--- src/rtl/segment_to_binary_pkg.sv ---
// Shared seven-segment definitions for the display encoder and the
// segment_to_binary readback path, so both directions use one pattern table.
package seg_pkg;

   localparam int RESULT_W   = 16;
   localparam int BCD_DIGITS = 4;

   // Active-low segment patterns, bit order {a,b,c,d,e,f,g}
   localparam logic [6:0] SEG_0     = 7'b0000001;
   localparam logic [6:0] SEG_1     = 7'b1001111;
   localparam logic [6:0] SEG_2     = 7'b0010010;
   localparam logic [6:0] SEG_3     = 7'b0000110;
   localparam logic [6:0] SEG_4     = 7'b1001100;
   localparam logic [6:0] SEG_5     = 7'b0100100;
   localparam logic [6:0] SEG_6     = 7'b0100000;
   localparam logic [6:0] SEG_7     = 7'b0001111;
   localparam logic [6:0] SEG_8     = 7'b0000000;
   localparam logic [6:0] SEG_9     = 7'b0000100;
   localparam logic [6:0] SEG_BLANK = 7'b1111111;

   typedef enum logic [1:0] {IDLE, CONVERT, DONE} state_t;

   // Digit-to-pattern direction used by the display encoder; anything
   // outside 0-9 shows blank.
   function automatic logic [6:0] seg_encode(input logic [3:0] digit);
      case (digit)
         4'd0:    return SEG_0;
         4'd1:    return SEG_1;
         4'd2:    return SEG_2;
         4'd3:    return SEG_3;
         4'd4:    return SEG_4;
         4'd5:    return SEG_5;
         4'd6:    return SEG_6;
         4'd7:    return SEG_7;
         4'd8:    return SEG_8;
         4'd9:    return SEG_9;
         default: return SEG_BLANK;
      endcase
   endfunction

endpackage

--- src/rtl/segment_to_binary_if.sv ---
// Start/busy/valid handshake plus the four captured display patterns.
interface segment_to_binary_if;
   import seg_pkg::*;

   logic                start;
   logic [6:0]          seg0;
   logic [6:0]          seg1;
   logic [6:0]          seg2;
   logic [6:0]          seg3;
   logic                busy;
   logic                valid;
   logic [RESULT_W-1:0] binary;
   logic                err;

   // Requester side: issues patterns and start, observes the result
   modport master (
      output start, seg0, seg1, seg2, seg3,
      input  busy, valid, binary, err
   );

   // Converter side
   modport slave (
      input  start, seg0, seg1, seg2, seg3,
      output busy, valid, binary, err
   );

endinterface

--- src/rtl/segment_to_binary_seg7_decode.sv ---
// Combinational seven-segment pattern to decimal digit decoder.
// Blank decodes as a legal 0 so leading digits may be switched off.
module seg7_decode
   import seg_pkg::*;
(
   input  logic [6:0] i_seg,
   output logic [3:0] o_digit,
   output logic       o_legal
);

   // Table lookup against the shared pattern constants
   always_comb begin
      o_digit = 4'd0;
      o_legal = 1'b1;
      case (i_seg)
         SEG_0:     o_digit = 4'd0;
         SEG_1:     o_digit = 4'd1;
         SEG_2:     o_digit = 4'd2;
         SEG_3:     o_digit = 4'd3;
         SEG_4:     o_digit = 4'd4;
         SEG_5:     o_digit = 4'd5;
         SEG_6:     o_digit = 4'd6;
         SEG_7:     o_digit = 4'd7;
         SEG_8:     o_digit = 4'd8;
         SEG_9:     o_digit = 4'd9;
         SEG_BLANK: o_digit = 4'd0;
         default:   o_legal = 1'b0;
      endcase
   end

endmodule

--- src/rtl/segment_to_binary.sv ---
// Four-digit seven-segment readback to 16-bit binary converter.
// Uses reverse double-dabble: shift {bcd,acc} right, then correct every
// BCD nibble that reached 8 or more by subtracting 3.
module segment_to_binary
   import seg_pkg::*;
#(
   parameter int CONV_CYCLES = 16
)
(
   input  logic               clk,
   input  logic               rst_n,
   segment_to_binary_if.slave bus
);

   localparam int CNT_W = (CONV_CYCLES > 1) ? $clog2(CONV_CYCLES) : 1;
   localparam logic [CNT_W-1:0] LAST_ITER = CNT_W'(CONV_CYCLES - 1);

   state_t                  r_state;
   logic [CNT_W-1:0]        r_cnt;
   logic [RESULT_W-1:0]     r_bcd;
   logic [RESULT_W-1:0]     r_acc;
   logic                    r_busy;
   logic                    r_valid;
   logic [RESULT_W-1:0]     r_binary;
   logic                    r_err;

   logic [3:0]              w_d0, w_d1, w_d2, w_d3;
   logic [BCD_DIGITS-1:0]   w_legal;
   logic                    w_all_legal;
   logic [2*RESULT_W-1:0]   w_shift;
   logic [RESULT_W-1:0]     w_bcd_next;
   logic [RESULT_W-1:0]     w_acc_next;

   // Subtract 3 from each BCD nibble that is 8 or more after the shift
   function automatic logic [RESULT_W-1:0] bcd_adjust(input logic [RESULT_W-1:0] b);
      logic [RESULT_W-1:0] r;
      r = b;
      for (int i = 0; i < BCD_DIGITS; i++) begin
         if (r[4*i +: 4] >= 4'd8)
            r[4*i +: 4] = r[4*i +: 4] - 4'd3;
      end
      return r;
   endfunction

   seg7_decode u_dec0 (.i_seg(bus.seg0), .o_digit(w_d0), .o_legal(w_legal[0]));
   seg7_decode u_dec1 (.i_seg(bus.seg1), .o_digit(w_d1), .o_legal(w_legal[1]));
   seg7_decode u_dec2 (.i_seg(bus.seg2), .o_digit(w_d2), .o_legal(w_legal[2]));
   seg7_decode u_dec3 (.i_seg(bus.seg3), .o_digit(w_d3), .o_legal(w_legal[3]));

   assign w_all_legal = &w_legal;
   assign w_shift     = {r_bcd, r_acc} >> 1;
   assign w_bcd_next  = bcd_adjust(w_shift[2*RESULT_W-1:RESULT_W]);
   assign w_acc_next  = w_shift[RESULT_W-1:0];

   // Control FSM, shift datapath and result registers. The result is
   // registered on the edge that enters DONE so valid/binary/err are
   // visible during the DONE cycle itself.
   always_ff @(posedge clk or negedge rst_n) begin
      if (!rst_n) begin
         r_state  <= IDLE;
         r_cnt    <= '0;
         r_bcd    <= '0;
         r_acc    <= '0;
         r_busy   <= 1'b0;
         r_valid  <= 1'b0;
         r_binary <= '0;
         r_err    <= 1'b0;
      end else begin
         r_valid <= 1'b0;
         case (r_state)
            IDLE: begin
               if (bus.start) begin
                  r_busy <= 1'b1;
                  r_cnt  <= '0;
                  r_acc  <= '0;
                  if (w_all_legal) begin
                     r_bcd   <= {w_d3, w_d2, w_d1, w_d0};
                     r_state <= CONVERT;
                  end else begin
                     r_bcd    <= '0;
                     r_valid  <= 1'b1;
                     r_binary <= '0;
                     r_err    <= 1'b1;
                     r_state  <= DONE;
                  end
               end
            end
            CONVERT: begin
               r_bcd <= w_bcd_next;
               r_acc <= w_acc_next;
               r_cnt <= r_cnt + 1'b1;
               if (r_cnt == LAST_ITER) begin
                  r_valid  <= 1'b1;
                  r_binary <= w_acc_next;
                  r_err    <= 1'b0;
                  r_state  <= DONE;
               end
            end
            DONE: begin
               r_busy  <= 1'b0;
               r_state <= IDLE;
            end
            default: begin
               r_busy  <= 1'b0;
               r_state <= IDLE;
            end
         endcase
      end
   end

   assign bus.busy   = r_busy;
   assign bus.valid  = r_valid;
   assign bus.binary = r_binary;
   assign bus.err    = r_err;

endmodule

--- src/flat_wrapper.sv ---
// flat-port wrapper written by rule: the top's interface ports become plain ports
module segment_to_binary_flat import seg_pkg::*;
#(
   parameter int CONV_CYCLES = 16
)
  (clk, rst_n, bus_start, bus_seg0, bus_seg1, bus_seg2, bus_seg3, bus_busy, bus_valid, bus_binary, bus_err);
  segment_to_binary_if bus_i ();
  input  logic clk;
  input  logic rst_n;
  input wire logic [$bits(bus_i.start)-1:0] bus_start;
  input wire logic [$bits(bus_i.seg0)-1:0] bus_seg0;
  input wire logic [$bits(bus_i.seg1)-1:0] bus_seg1;
  input wire logic [$bits(bus_i.seg2)-1:0] bus_seg2;
  input wire logic [$bits(bus_i.seg3)-1:0] bus_seg3;
  output wire logic [$bits(bus_i.busy)-1:0] bus_busy;
  output wire logic [$bits(bus_i.valid)-1:0] bus_valid;
  output wire logic [$bits(bus_i.binary)-1:0] bus_binary;
  output wire logic [$bits(bus_i.err)-1:0] bus_err;
  assign bus_i.start = bus_start;
  assign bus_i.seg0 = bus_seg0;
  assign bus_i.seg1 = bus_seg1;
  assign bus_i.seg2 = bus_seg2;
  assign bus_i.seg3 = bus_seg3;
  assign bus_busy = bus_i.busy;
  assign bus_valid = bus_i.valid;
  assign bus_binary = bus_i.binary;
  assign bus_err = bus_i.err;
  segment_to_binary #(.CONV_CYCLES(CONV_CYCLES)) u_core (.clk(clk), .rst_n(rst_n), .bus(bus_i));
endmodule
--- config.mk ---
export PLATFORM = sky130hd
export DESIGN_NAME = segment_to_binary_flat
export DESIGN_NICKNAME = d
export VERILOG_FILES = /design/src/rtl/segment_to_binary_pkg.sv /design/src/rtl/segment_to_binary_if.sv /design/src/rtl/segment_to_binary_seg7_decode.sv /design/src/rtl/segment_to_binary.sv /design/src/flat_wrapper.sv
export SDC_FILE = /design/constraint.sdc
export NUM_CORES = 1
export LEC_CHECK = 0
export CORE_UTILIZATION = 59
export DETAILED_ROUTE_END_ITERATION = 8
export PLACE_DENSITY_LB_ADDON = 0.12
export SYNTH_ARGS = -nofsm -noshare
export SYNTH_HDL_FRONTEND = slang
export SYNTH_SLANG_ARGS = --single-unit
export TNS_END_PERCENT = 10
--- constraint.sdc ---
create_clock -name clk -period 4.5 [get_ports clk]
set_input_delay 0.9 -clock clk [delete_from_list [all_inputs] [get_ports clk]]
set_output_delay 0.9 -clock clk [all_outputs]
set_load 0.005 [all_outputs]
Word level (Yosys, flattened, before mapping)
Index checks and enable logic that the tools add are counted.
W data, S select, Z words.
{ "word_totals": {"output_inout_bits": 19, "reg_bits": 57, "word_cells": 115} }
{ "op_classes": {"bitwise_logic": 1, "mux": 37, "magnitude_cmp": 4, "reduce_logical": 15, "n_addsub": 5, "eq_ne": 45} }
{ "ops": {"columns": ["operator", "count"], "rows": [
  ["$pmux W4 S9", 4],
  ["$mux W16", 6],
  ["$pmux W16 S2", 3],
  ["$eq A7 B7 Y1 const B", 12],
  ["$eq A7 B3 Y1 const B", 8],
  ["$eq A7 B6 Y1 const B", 8],
  ["$reduce_or A11 Y1", 4],
  ["$eq A7 B1 Y1 const B", 4],
  ["$eq A7 B4 Y1 const B", 4],
  ["$eq A7 B5 Y1 const B", 4],
  ["$logic_not A7 Y1", 4],
  ["$mux W4", 5],
  ["$ge A4 B4 Y1 const B", 3],
  ["$sub A4 B2 Y4 const B", 3],
  ["$mux W1", 11],
  ["$pmux W4 S2", 1],
  ["$reduce_and A4 Y1", 2],
  ["$mux W2", 3],
  ["$pmux W1 S2", 3],
  ["$reduce_and A2 Y1", 3],
  ["$add A4 B1 Y4 const B", 1],
  ["$eq A4 B4 Y1 const B", 1],
  ["$ge A3 B4 Y1 const B", 1],
  ["$ne A2 B2 Y1 const B", 2],
  ["other kinds (7)", 7]
]} }

Longest topological paths before layout
Gate-level depths: netlist of the first run.
{ "depth": {"depth_word": 7, "mapped_depth": 8, "mapped_depth_nobuf": 6} }

By module
A second synthesis of the first run with hierarchy kept.
{ "hier_totals": {"cells_unflattened": 327, "hier_area_um2": 3309.4} }
{ "modules_own_cells": {"columns": ["mod", "seq_area_each_um2", "cells_each", "n_inst", "area_each_um2"], "rows": [
  ["segment_to_binary", 1401.3, 207, 1, 2563.7],
  ["seg7_decode", 0.0, 30, 4, 186.4]
]} }

Worst setup path after synthesis of the first run
Ideal clock, no wire load.
{ "synth_timing": {"path_kind": "input -> register", "start": "input bus_seg0[3]", "end": "register u_core.r_err (netlist: u_core.bus.err)", "t_required_ns": 4.382, "path_buffers": 2, "slack_ns": 1.663, "stages": 8, "t_arrival_ns": 2.719, "cell_sequence": "buf_2 or4b_1 a311o_1 o2111a_1 a31oi_4 a31oi_4 buf_6 a21o_1"} }
{ "synth_via": {"elab_chain_cells": 6, "elab_cells_between_ends": 16, "cone_classes": "eq/ne: 11; mux: 1; reduce/logical: 4"} }
{ "synth_lines": {"columns": ["element", "line", "text"], "rows": [
  ["start: declaration", "flat_wrapper.sv:11", "input wire logic [$bits(bus_i.seg0)-1:0] bus_seg0;"],
  ["$eq A7 B7 Y1, or another cell as far along", "segment_to_binary_seg7_decode.sv:15", "case (i_seg)"],
  ["$reduce_or A11 Y1 (no line) (*)", null, null],
  ["$mux W1 (*)", "segment_to_binary_seg7_decode.sv:15", null],
  ["$reduce_and A4 Y1 (*)", "segment_to_binary.sv:50", "assign w_all_legal = &w_legal;"],
  ["$ne A2 B2 Y1 (no line) (*)", null, null],
  ["$reduce_and A4 Y1 (no line) (*)", null, null],
  ["end signal: assignment", "segment_to_binary.sv:67", "r_err <= 1'b0;"],
  ["end signal: assignment", "segment_to_binary.sv:83", "r_err <= 1'b1;"],
  ["end signal: assignment", "segment_to_binary.sv:95", "r_err <= 1'b0;"],
  ["end: declaration", "segment_to_binary.sv:25", "logic r_err;"]
]} }
Mark *: on every way between the ends. The rest lies on a longest branch, timed or not.
A chain may end at the register's enable or synchronous reset.

Worst setup path after layout of the first run
{ "layout_timing": {"start": "input bus_seg0[2]", "end": "register u_core.r_state[1]"} }
{ "layout_via": {"elab_chain_cells": 7, "elab_cells_between_ends": 17, "cone_classes": "eq/ne: 10; mux: 4; reduce/logical: 3"} }
{ "layout_lines": {"columns": ["element", "line", "text"], "rows": [
  ["$eq A7 B7 Y1, or another cell as far along", "segment_to_binary_seg7_decode.sv:15", null],
  ["$reduce_or A11 Y1 (no line) (*)", null, null],
  ["$mux W1 (*)", "segment_to_binary_seg7_decode.sv:15", null],
  ["$reduce_and A4 Y1 (*)", "segment_to_binary.sv:50", null],
  ["$mux W2 (*)", "segment_to_binary.sv:76", "if (w_all_legal) begin"],
  ["$mux W2 (*)", "segment_to_binary.sv:72", "if (bus.start) begin"],
  ["$pmux W2 S2 (*)", "segment_to_binary.sv:70", "case (r_state)"],
  ["end signal: assignment", "segment_to_binary.sv:60", "r_state <= IDLE;"],
  ["end signal: assignment", "segment_to_binary.sv:78", "r_state <= CONVERT;"],
  ["end signal: assignment", "segment_to_binary.sv:84", "r_state <= DONE;"],
  ["end: declaration", "segment_to_binary.sv:18", "state_t r_state;"]
]} }
Mark *: on every way between the ends. The rest lies on a longest branch, timed or not. The select of a mux whose other input is x is not followed.

==> summary.md, run 1 <==
| Metric | Value |
|---|---|
| Layout fillers | `between 400 and 500` |
| Layout cells sized above 1 | `under 10%` |
| R2R Setup Slk | `about 2.5 ns` |
| Crit path time final | `approximately 3.3 ns` |
| Design area | `approximately 4000 sq um` |
| Final Hold Viols | `0` |
| Mapped Cells | `around 390` |
| RSZ-0062 raised after global routing | `no` |
| Initial DRC Count | `157` |
| Hold path start | `u_core.r_bcd[13]$_DFFE_PN0P_` |
| Crit path largest cell delay | `0.56 ns` |
| Most frequent cells in the layout | `77 x nand2_1, 56 x dfrtp_1, 48 x clkdlybuf4s50_1, 42 x o21ai_0, 22 x nor2_1` |
| Post-detail-place hpwl | `about 5000 um` |
| Diodes inserted | `0` |
| Worst EP required | `roughly 4.7 ns` |
| Final worst slack | `1.248 ns` |
| Peak VDD IR | `188.3 uV` |
| Setup tns final | `0 ns` |
| Fin. max-slew vios | `0` |
| Synth Cell Area | `3377 sq um` |
| Clk Latency, worst-skew pair | `slightly above 0.3 ns` |
| Global route overflow | `0` |
| Cells after DPL | `491` |
| Met2 usage | `44.16%` |
| Worst slew margin | `between 30% and 40%` |
| Final worst-path cycle share | `between 70% and 80%` |
| IO Port Bufs | `~50` |
| RR Endpoint | `u_core.bus.binary[1]$_DFFE_PN0P_` |
| Hold Crit Class | `register to register` |
| Met1 Resource Use GR | `30.36%` |
| CP Data Arrival Time | `3.45 ns` |
| Largest net degree at the start of global routing | `42` |
| Critical path buffer and inverter count | `1` |
| Seq cells post-synth | `56` |
| RR Startpoint | `u_core.r_state[1]$_DFFE_PN0P_` |
| TritonCTS clock tree | `built` |
| Post-CTS Setup Inserts | `0` |
| EDFF count, synth | `0` |
| Post-route DRC | `0` |
| Syn-to-layout area delta | `18.45%` |
| Slew @ Worst Pin | `roughly 1 ns` |
| Post-synth ARST share | `100.0%` |
| Gr usage total | `24.57%` |
| Final setup vio count | `0` |
| Largest cells by area after synthesis | `dfrtp_1 41%, nand2_1 8.6%, o21ai_0 6.2%` |
| Max-cap viol count | `0` |
| Register area | `roughly 1400 sq um` |
| Static leakage | `approximately 1.6 nW` |
| Initial antenna violation count | `0` |
| Cell Rows | `27` |
| Fmax | `between 300 and 400 MHz` |
| H-Tree Depth | `2` |
| Area share of the largest cell type after synthesis | `between 40% and 50%` |
| Antenna viol nets, final | `0` |
| # IOs | `50` |
| Vias in the first global route | `about 2700` |
| Routability cong. | `0.8790` |
| Die area | `6030 sq um` |
| Synth unique cells | `54` |
| Crit path max fanout | `19` |
| Cell Pwr Density | `approximately 250 nW/um^2` |
| R2R depth | `4` |
| Drt first pass iters | `4` |
| Minimum hold slack | `slightly below 0.5 ns` |
| CTS Buf Count | `5` |
| Worst hold endpoint | `u_core.r_bcd[12]$_DFFE_PN0P_` |
| CP most frequent cell | `a31oi_4` |
| Seq/Total Area, Yosys | `41.50%` |
| Chip Height | `77.66 um` |
| Starting Density | `61.33%` |
| Crit Path Class | `primary input to register` |
| Nature of the critical path endpoint | `register` |
| Cell taking the most area after synthesis | `dfrtp_1` |
| Top Usage Layer GRT | `met2` |
| CTS sink cnt | `56` |
| Syn avg cell area | `8.637 sq um` |
| First-pass GRT wire length | `between 10000 and 15000 um` |
| Drt wl/cell | `roughly 14 um` |
| CP max stage cell | `or4_1` |
| Footprint of the multi-input gates | `1823 sq um` |
| Via count | `between 2000 and 3000` |
| Pre-CTS setup slack | `0.9237 ns` |
| Mean number of vias per cell | `between 5 and 6` |
| Leading cell type in the layout, fill and taps excluded | `nand2_1` |
| Status | `completed` |
| Critical path startpoint category | `primary input` |
| Yosys warnings | `0` |
| Post-Route Skew | `between 0.004 and 0.005 ns` |
| CP Cell Sequence | `clkdlybuf4s50_1 > or4_1 > a311o_1 > o2111a_1 > a31oi_4 > a31oi_4 > or2_2` |
| Final std cells w/o fill | `around 500` |
| Die W | `77.66 um` |
| Placed cell areas | `between 3000 and 4000 sq um` |
| Syn_nets | `429` |
| Hold path depth | `2` |
| Total Wirelength | `between 6000 and 7000 um` |
| Top FF cell, synth | `dfrtp_1` |
| Met3 usage | `3.529%` |
| Max Buffers Root-to-Sink | `2` |
| Clk root buf | `clkbuf_8` |
| NumNets Final | `~460` |
| PostCTS Resize Cnt | `0` |
| Core area | `between 5000 and 6000 sq um` |
| Worst path top cell family by delay | `compound AO/OA/AOI/OAI gates` |
| Hold_buf cts | `0` |
| Clock-pin transition on the worst setup and hold timing paths | `around 0.09 ns` |
[power breakdown]
group	internal (mW)	switching [mW]	total, mW	leakage, nW
Clock	0.219	0.157	0.376	0.0642
Sequential	0.505	0.00165	0.507	0.772
Combinational	0.0481	0.0659	0.114	0.737
Total	0.772	0.225	0.997	1.57
[registers in the layout (all words and copies together), names as in the netlist]
name	cells
u_core.bus.binary	16
u_core.r_cnt	4
u_core.r_state	2
u_core.bus.busy	1
u_core.r_bcd	16
u_core.bus.err	1
u_core.bus.valid	1
u_core.r_acc	15
[kinds of logic (layout without fill, tap and decap cells)]
family          Yosys count  count (layout)  synth area share (%)
buf+inv                  35              70                 4.594
compound gates          108             108                 21.86
simple gates            169             169                 25.16
xor+xnor                 12              12                 3.112
mux                       4               4                 1.186
flops                    56              56                 41.50
fa+ha+maj                 7               7                 2.593
[final cells by class]
type	instances	area share (%)
multi-input cells	300	45.57
flip-flops and latches	56	35.03
repair buffers	54	13.07
well taps	72	2.252
clock buffers	5	1.720
clock inverters	2	1.501
inverters	9	0.8445
[metrics by stage]
stage / utilization, % / total power [mW]
2_1_floorplan: - / 0.5707
3_3_place_gp: 70.30 / 0.6275
3_5_place_dp: 70.30 / 0.6306
4_1_cts: 72.64 / 1.002
5_1_grt: 72.64 / 1.033
6_report: 72.64 / 0.9972
[cells in the mapped netlist, drive strengths merged, types with 2 or more instances]
cell    instances
inv             9
dfrtp          56
a31oi          11
nand2b          4
clkbuf         20
a41oi           3
nor4b           2
and4b           4
or2             3
xnor2           8
a21o            2
o21ai          59
nor3           11
xor2            4
nor2           22
nor2b          11
o211ai          2
ha              7
o31ai           5
nand4b          4
mux2i           4
or3             2
nand4           5
nand3           9
buf             6
nor3b           2
and3            3
nor4            3
a21oi          14
nand2          77
nand3b          4
[per-layer routing]
layer,vias up,wire (um)
met2,80,3449
met5,-,0
met3,6,304
li1,1450,-
met1,1384,3024
met4,0,80
[worst reg2reg max path: cells and delay by family (launching register included)]
| kind | cells | cell delay [ns] |
|---|---|---|
| compound gates | 2 | 0.93 |
| simple gates | 2 | 0.48 |
| flops | 1 | 0.45 |
[worst max path at each step]
stage / startpoint / endpoint / slack, ns / cells after the start
final: bus_seg0[2] / u_core.r_state[1]$_DFFE_PN0P_ / 1.25 / 7
after global routing: bus_seg0[2] / u_core.bus.valid$_DFF_PN0_ / 1.12 / 7
after floorplan: bus_seg0[3] / u_core.bus.err$_DFFE_PN0P_ / 1.66 / 8
after global placement: bus_seg0[2] / u_core.bus.valid$_DFF_PN0_ / 0.98 / 7
after CTS: bus_seg0[2] / u_core.r_state[1]$_DFFE_PN0P_ / 1.26 / 7
after detailed placement: bus_seg0[2] / u_core.r_state[1]$_DFFE_PN0P_ / 0.92 / 7
Power figures use the tool's default switching activity.
==> run 2: changes to the inputs <==
--- a/config.mk
+++ b/config.mk
@@ -5,7 +5,7 @@
 export SDC_FILE = /design/constraint.sdc
 export NUM_CORES = 1
 export LEC_CHECK = 0
-export CORE_UTILIZATION = 59
+export CORE_UTILIZATION = 55
 export DETAILED_ROUTE_END_ITERATION = 8
 export PLACE_DENSITY_LB_ADDON = 0.12
 export SYNTH_ARGS = -nofsm -noshare
==> constraint.sdc (replaced) <==
create_clock -name clk -period 3.3 [get_ports clk]
set_input_delay 0.66 -clock clk [delete_from_list [all_inputs] [get_ports clk]]
set_output_delay 0.66 -clock clk [all_outputs]
set_load 0.005 [all_outputs]
==> run 2 against run 1 <==
Compared with the run above:
- the run now ends with design-rule violations left
- critical path depth increased by 1
- clock power rose by 2%
- setup slack lost 0.75 ns
- die area grew 7.1%
- count of clock-buffer cells in the layout grew 2
==> summary.md, run 2 (synthesized netlist as in run 1, its figures left out) <==
| Metric | Value |
|---|---|
| Nature of the critical path endpoint | `register` |
| Mean number of vias per cell | `5.735 (-2.2%)` |
| First-pass GRT wire length | `12010 um (+1.2%)` |
| Worst EP required | `3.52 ns (-1.18 ns)` |
| Crit Path Class | `primary input to register` |
| Total Wirelength | `6908 um (+0.73%)` |
| Top Metal Used | `met4` |
| Leading cell type in the layout, fill and taps excluded | `nand2_1` |
| Static leakage | `1.592 nW (+1.2%)` |
| Via count | `2925 (+0.17%)` |
| Gr usage total | `23.50% (-1.1 points)` |
| Die W | `80.36 um (+3.5%)` |
| Routed wl met3 | `187 um (-38%)` |
| Clk root buf | `clkbuf_8` |
| Global route overflow | `0 (unchanged)` |
| Placed cell areas | `3935 sq um (+1.6%)` |
| Initial antenna violation count | `0 (unchanged)` |
| Fin. max-slew vios | `0 (unchanged)` |
| Fmax | `roughly 360 MHz` |
| Max-cap viol count | `0 (unchanged)` |
| Crit path time final | `around 2.8 ns` |
| Pre-CTS setup slack | `0.1840 ns (-0.7397 ns)` |
| Peak VDD IR | `235.2 uV (+25%)` |
| Chip Height | `80.36 um (+3.5%)` |
| TritonCTS clock tree | `built` |
| Starting Density | `57.04% (-4.3 points)` |
| Routability cong. | `0.7858 (-11%)` |
| Minimum hold slack | `0.2657 ns (-0.2240 ns)` |
| Crit path max fanout | `15 (-4)` |
| Met1 wire length | `3226 um (+6.7%)` |
| CTS Buf Count | `5 (unchanged)` |
| Vias in the first global route | `2663 (-0.78%)` |
| Layout cells sized above 1 | `11.03% (+1.6 points)` |
| Initial DRC Count | `117 (-25%)` |
| Post-Route Skew | `0.003300 ns (-0.001569 ns)` |
| RSZ-0062 raised after global routing | `no` |
| Layout fillers | `479 (+13%)` |
| Antenna viol nets, final | `0 (unchanged)` |
| Hold_buf cts | `0 (unchanged)` |
| Setup tns final | `0 ns (unchanged)` |
| Most frequent cells in the layout | `77 x nand2_1, 56 x dfrtp_1, 48 x clkdlybuf4s50_1, 42 x o21ai_0, 22 x nor2_1` |
| Status | `complete, but fails checks` |
| CP most frequent cell | `a31oi_4` |
| Post-CTS Setup Inserts | `0 (unchanged)` |
| Critical path startpoint category | `primary input` |
| Failing checks | `design-rule violations` |
| Final worst slack | `0.5025 ns (-0.7452 ns)` |
| Drt wl/cell | `13.55 um (-1.6%)` |
| Hold Crit Class | `primary input to async pin` |
| Post-detail-place hpwl | `5014 um (+2.3%)` |
| Final worst-path cycle share | `84.77%` |
| Slew @ Worst Pin | `1.076 ns (+0.05615 ns)` |
| Worst slew margin | `28.01% (-3.8 points)` |
| Max Buffers Root-to-Sink | `2 (unchanged)` |
| Largest net degree at the start of global routing | `42 (unchanged)` |
| CP Cell Sequence | `clkdlybuf4s50_1 > or4_1 > a311o_1 > o2111a_1 > a31oi_4 > a31oi_4 > buf_4 > o21ai_0` |
| PostCTS Resize Cnt | `0 (unchanged)` |
| IO Port Bufs | `49 (unchanged)` |
| Tot Pwr | `1.236 mW (+24%)` |
| Final Hold Viols | `0 (unchanged)` |
| Diodes inserted | `0 (unchanged)` |
| CP max stage cell | `or4_1` |
| Cell Pwr Density | `306.7 nW/um^2 (+23%)` |
| Final core utilization | `68.05% (-4.6 points)` |
| Clock-pin transition on the worst setup and hold timing paths | `0.09 ns (about the same)` |
| Final std cells w/o fill | `510 (+2.4%)` |
| Crit path largest cell delay | `0.51 ns (-0.05 ns)` |
| CTS sink cnt | `56 (unchanged)` |
| Drt first pass iters | `9 (+5)` |
| Clk Latency, worst-skew pair | `0.30 ns (about the same)` |
| Design area | `4029 sq um (+0.72%)` |
| Post-route DRC | `2 (+2)` |
| Cell Rows | `28 (+3.7%)` |
| CP Data Arrival Time | `3.01 ns (-0.44 ns)` |
| Core area | `5921 sq um (+7.5%)` |
| # IOs | `50 (unchanged)` |
| Final setup vio count | `0 (unchanged)` |
| NumNets Final | `472 (+1.7%)` |
| Met2 Routed Length | `3419 um (-0.87%)` |
| H-Tree Depth | `2 (unchanged)` |
| Syn-to-layout area delta | `19.30%` |
| Die area | `6458 sq um (+7.1%)` |
| Cells after DPL | `502 (+2.2%)` |
## run 2: changes by cell type in the layout (fill, tap and decap cells not counted)
cell        before  now
buf_4            5   13
bufinv_16        2    0
clkbuf_1         0    1
clkbuf_8         5    6
clkinvlp_4       0    1
## run 2: final timing paths
kind                                                endpoint                         from  slack, ns  cells past startpoint
max                         u_core.bus.binary[6]$_DFFE_PN0P_                  bus_seg0[2]       0.50                      8
min                              u_core.bus.busy$_DFFE_PN0P_                        rst_n       0.27                      1
max reg2reg                u_core.bus.binary[11]$_DFFE_PN0P_  u_core.r_cnt[0]$_DFFE_PN0P_       1.40                      5
min reg2reg                       u_core.bus.err$_DFFE_PN0P_   u_core.bus.err$_DFFE_PN0P_       0.49                      1
max in group asynchronous        u_core.r_bcd[5]$_DFFE_PN0P_                        rst_n       2.20                      2
min in group clk                  u_core.bus.err$_DFFE_PN0P_   u_core.bus.err$_DFFE_PN0P_       0.49                      1
## run 2: power by group
group / switching [mW] / internal (mW)
sequential: 0.00238 / 0.689
combinational: 0.0888 / 0.0707
clock: 0.214 / 0.171
## run 2: routing by layer
layer / track usage, % / up-vias
li1: - / 1461
met1: 31.45 / 1402
met2: 40.00 / 56
met3: 3.068 / 6
met4: 5.893 / 0
met5: 0 / -
## run 2: cell type report
class	count	area (sq um)	share of cell area, %
clock buffer	7	86.33	2.143
clock inverter	1	7.507	0.1863
inverter	9	33.78	0.8385
multi-input combinational	300	1823	45.25
sequential	56	1401	34.78
tap	75	93.84	2.329
timing repair buffer	62	583.1	14.47
## run 2: critical path: cells and delay by family
family,cells,cell delay (ns)
AOI/OAI and AO/OA,5,1.14
buffers and inverters,2,0.69
and+or+nand+nor,1,0.51
==> run 3: changes to the inputs <==
--- a/config.mk
+++ b/config.mk
@@ -5,7 +5,7 @@
 export SDC_FILE = /design/constraint.sdc
 export NUM_CORES = 1
 export LEC_CHECK = 0
-export CORE_UTILIZATION = 55
+export CORE_UTILIZATION = 49
 export DETAILED_ROUTE_END_ITERATION = 8
 export PLACE_DENSITY_LB_ADDON = 0.12
 export SYNTH_ARGS = -nofsm -noshare
==> constraint.sdc (replaced) <==
create_clock -name clk -period 2.4 [get_ports clk]
set_input_delay 0.48 -clock clk [delete_from_list [all_inputs] [get_ports clk]]
set_output_delay 0.48 -clock clk [all_outputs]
set_load 0.005 [all_outputs]
==> run 3 against run 2 <==
Compared with the run above:
- the flow now finishes without violations
- critical endpoint is now u_core.r_bcd[10]$_DFFE_PN0P_
- combinational power up 78%
- power grew 53%
- critical path type unchanged
- highest routed layer unchanged
- register-to-register slack lost 0.68 ns
- worst hold slack worse by 0.13 ns
==> summary.md, run 3 (synthesized netlist as in run 1, its figures left out) <==
| Metric | Value |
|---|---|
| Top Usage Layer GRT | `met2` |
| Leading cell type in the layout, fill and taps excluded | `nand2_1` |
| # IOs | `50 (unchanged)` |
| Crit path time final | `about 2.3 ns` |
| RR Startpoint | `u_core.r_state[1]$_DFFE_PN0P_` |
| Met1 Resource Use GR | `26.40% (-5.0 points)` |
| Gr usage total | `22.63% (-0.88 points)` |
| Post-route DRC | `0 (-2)` |
| Minimum hold slack | `0.1312 ns (-0.1345 ns)` |
| Max Buffers Root-to-Sink | `2 (unchanged)` |
| Clk root buf | `clkbuf_8` |
| Vias in the first global route | `3064 (+15%)` |
| NumNets Final | `528 (+12%)` |
| Cells after DPL | `560 (+12%)` |
| Most frequent cells in the layout | `77 x nand2_1, 66 x buf_4, 56 x dfrtp_1, 43 x clkdlybuf4s50_1, 40 x o21ai_0` |
| Crit path to | `u_core.r_bcd[10]$_DFFE_PN0P_` |
| Chip Height | `85.02 um (+5.8%)` |
| Routability cong. | `0.8018 (+2.0%)` |
| Worst EP required | `2.64 ns (-0.88 ns)` |
| Setup crit start | `bus_seg0[2]` |
| Final worst-path cycle share | `95.90%` |
| Diodes inserted | `0 (unchanged)` |
| Hold Crit Class | `primary input to async pin` |
| Nature of the critical path endpoint | `register` |
| Die area | `7228 sq um (+12%)` |
| Hold_buf cts | `0 (unchanged)` |
| TritonCTS clock tree | `built` |
| Crit Path Class | `primary input to register` |
| Footprint of the multi-input gates | `1843 sq um (+1.1%)` |
| Register area | `1401 sq um (unchanged)` |
| Final std cells w/o fill | `568 (+11%)` |
| Layout cells sized above 1 | `22.40% (+11 points)` |
| Starting Density | `51.99% (-5.0 points)` |
| Setup tns final | `0 ns (unchanged)` |
| Tot Pwr | `1.889 mW (+53%)` |
| Total Wirelength | `7523 um (+8.9%)` |
| CP Data Arrival Time | `2.54 ns (-0.47 ns)` |
| Slew @ Worst Pin | `0.5123 ns (-0.5636 ns)` |
| R2R Setup Slk | `0.72 ns (-0.68 ns)` |
| Fin. max-slew vios | `0 (unchanged)` |
| Layout fillers | `510 (+6.5%)` |
| R2R depth | `6 (+1)` |
| Mean number of vias per cell | `5.526 (-3.6%)` |
| Critical path startpoint category | `primary input` |
| Final setup vio count | `0 (unchanged)` |
| Initial antenna violation count | `0 (unchanged)` |
| Crit path max fanout | `8 (-7)` |
| Antenna viol nets, final | `0 (unchanged)` |
| Post-Route Skew | `0.006996 ns (+0.003695 ns)` |
| Worst slew margin | `65.84% (+38 points)` |
| Peak VDD IR | `253.6 uV (+7.8%)` |
| First-pass GRT wire length | `13340 um (+11%)` |
| Status | `completed` |
| Drt wl/cell | `13.24 um (-2.2%)` |
| Cell Rows | `29 (+3.6%)` |
| Clock-pin transition on the worst setup and hold timing paths | `0.10 ns (about the same)` |
| Fmax | `434.5 MHz` |
| Core area | `6495 sq um (+9.7%)` |
| H-Tree Depth | `2 (unchanged)` |
| Final Hold Viols | `0 (unchanged)` |
| Initial DRC Count | `160 (+37%)` |
| Drt first pass iters | `5 (-4)` |
| Static leakage | `1.921 nW (+21%)` |
| Clk Latency, worst-skew pair | `0.30 ns (about the same)` |
| Syn-to-layout area delta | `34.46%` |
| Global route overflow | `0 (unchanged)` |
| Met3 usage | `2.918% (-0.15 points)` |
| IO Port Bufs | `49 (unchanged)` |
| Via count | `3139 (+7.3%)` |
| Post-detail-place hpwl | `5757 um (+15%)` |
| CTS Buf Count | `5 (unchanged)` |
| RSZ-0062 raised after global routing | `no` |
| Max-cap viol count | `0 (unchanged)` |
| Cell Pwr Density | `416.1 nW/um^2 (+36%)` |
| Largest net degree at the start of global routing | `35 (-17%)` |
| Die W | `85.02 um (+5.8%)` |
| Met2 usage | `42.74% (+2.7 points)` |
| RR Endpoint | `u_core.r_bcd[7]$_DFFE_PN0P_` |
| CTS sink cnt | `56 (unchanged)` |
==> run 3: stage by stage <==
stage | setup WS, ns | util [%] | instance area [sq um]
4_1_cts | 0.05225 | 69.62 | 4522
3_3_place_gp | -0.3912 | 67.67 | 4395
6_report | 0.09828 | 69.91 | 4541
5_1_grt | 0.007129 | 69.91 | 4541
3_5_place_dp | -0.4473 | 67.67 | 4395
2_1_floorplan | 0.007808 | - | 3377
==> run 3: critical path, cell delays in order <==
cell	delay, ns
dlygate4sd2_1	0.25
or4_1	0.50
a311o_1	0.36
o2111a_2	0.17
a31oi_4	0.23
nand4_4	0.20
buf_12	0.21
o21ai_2	0.12
==> run 3: final cells by class <==
class,instances,area share (%)
Sequential cell,56,30.86
Inverter,9,0.7440
Tap cell,77,2.122
Clock buffer,7,2.122
Multi-Input combinational cell,300,40.59
Timing Repair Buffer,118,22.90
Clock inverter,1,0.6613
==> run 3: repair_timing <==
item | CTS | global route
pin swaps | 5 | 3
resized for setup | 7 | 6
buffers inserted | 0 | 0
setup endpoints to repair | 32 | 19
cloned | 0 | 0
endpoints found under the hold margin | 0 | 0
==> run 3: routing by layer <==
metal / part of all wire, % / vias up / routed length, um
li1: - / 1580 / -
met1: 43 / 1477 / 3260
met2: 53 / 74 / 3974
met3: 2.7 / 8 / 205
met4: 1.1 / 0 / 82
met5: 0 / - / 0
==> run 3: worst min path at each step <==
stage                                      start                               end  slack (ns)
floorplan                                  rst_n  u_core.bus.binary[0]$_DFFE_PN0P_        0.18
global placement    u_core.r_bcd[15]$_DFFE_PN0P_      u_core.r_bcd[15]$_DFFE_PN0P_        0.46
detailed placement                         rst_n       u_core.r_acc[5]$_DFFE_PN0P_        0.48
CTS                                        rst_n       u_core.r_acc[5]$_DFFE_PN0P_        0.15
global route                               rst_n       u_core.r_acc[4]$_DFFE_PN0P_        0.17
finish                                     rst_n  u_core.bus.binary[0]$_DFFE_PN0P_        0.13
==> run 3: report_power, final <==
| group | total (mW) | internal (mW) | switching [mW] |
|---|---|---|---|
| clock | 0.656 | 0.368 | 0.287 |
| sequential | 0.950 | 0.947 | 0.00336 |
| combinational | 0.283 | 0.148 | 0.136 |
| total | 1.89 | 1.46 | 0.426 |
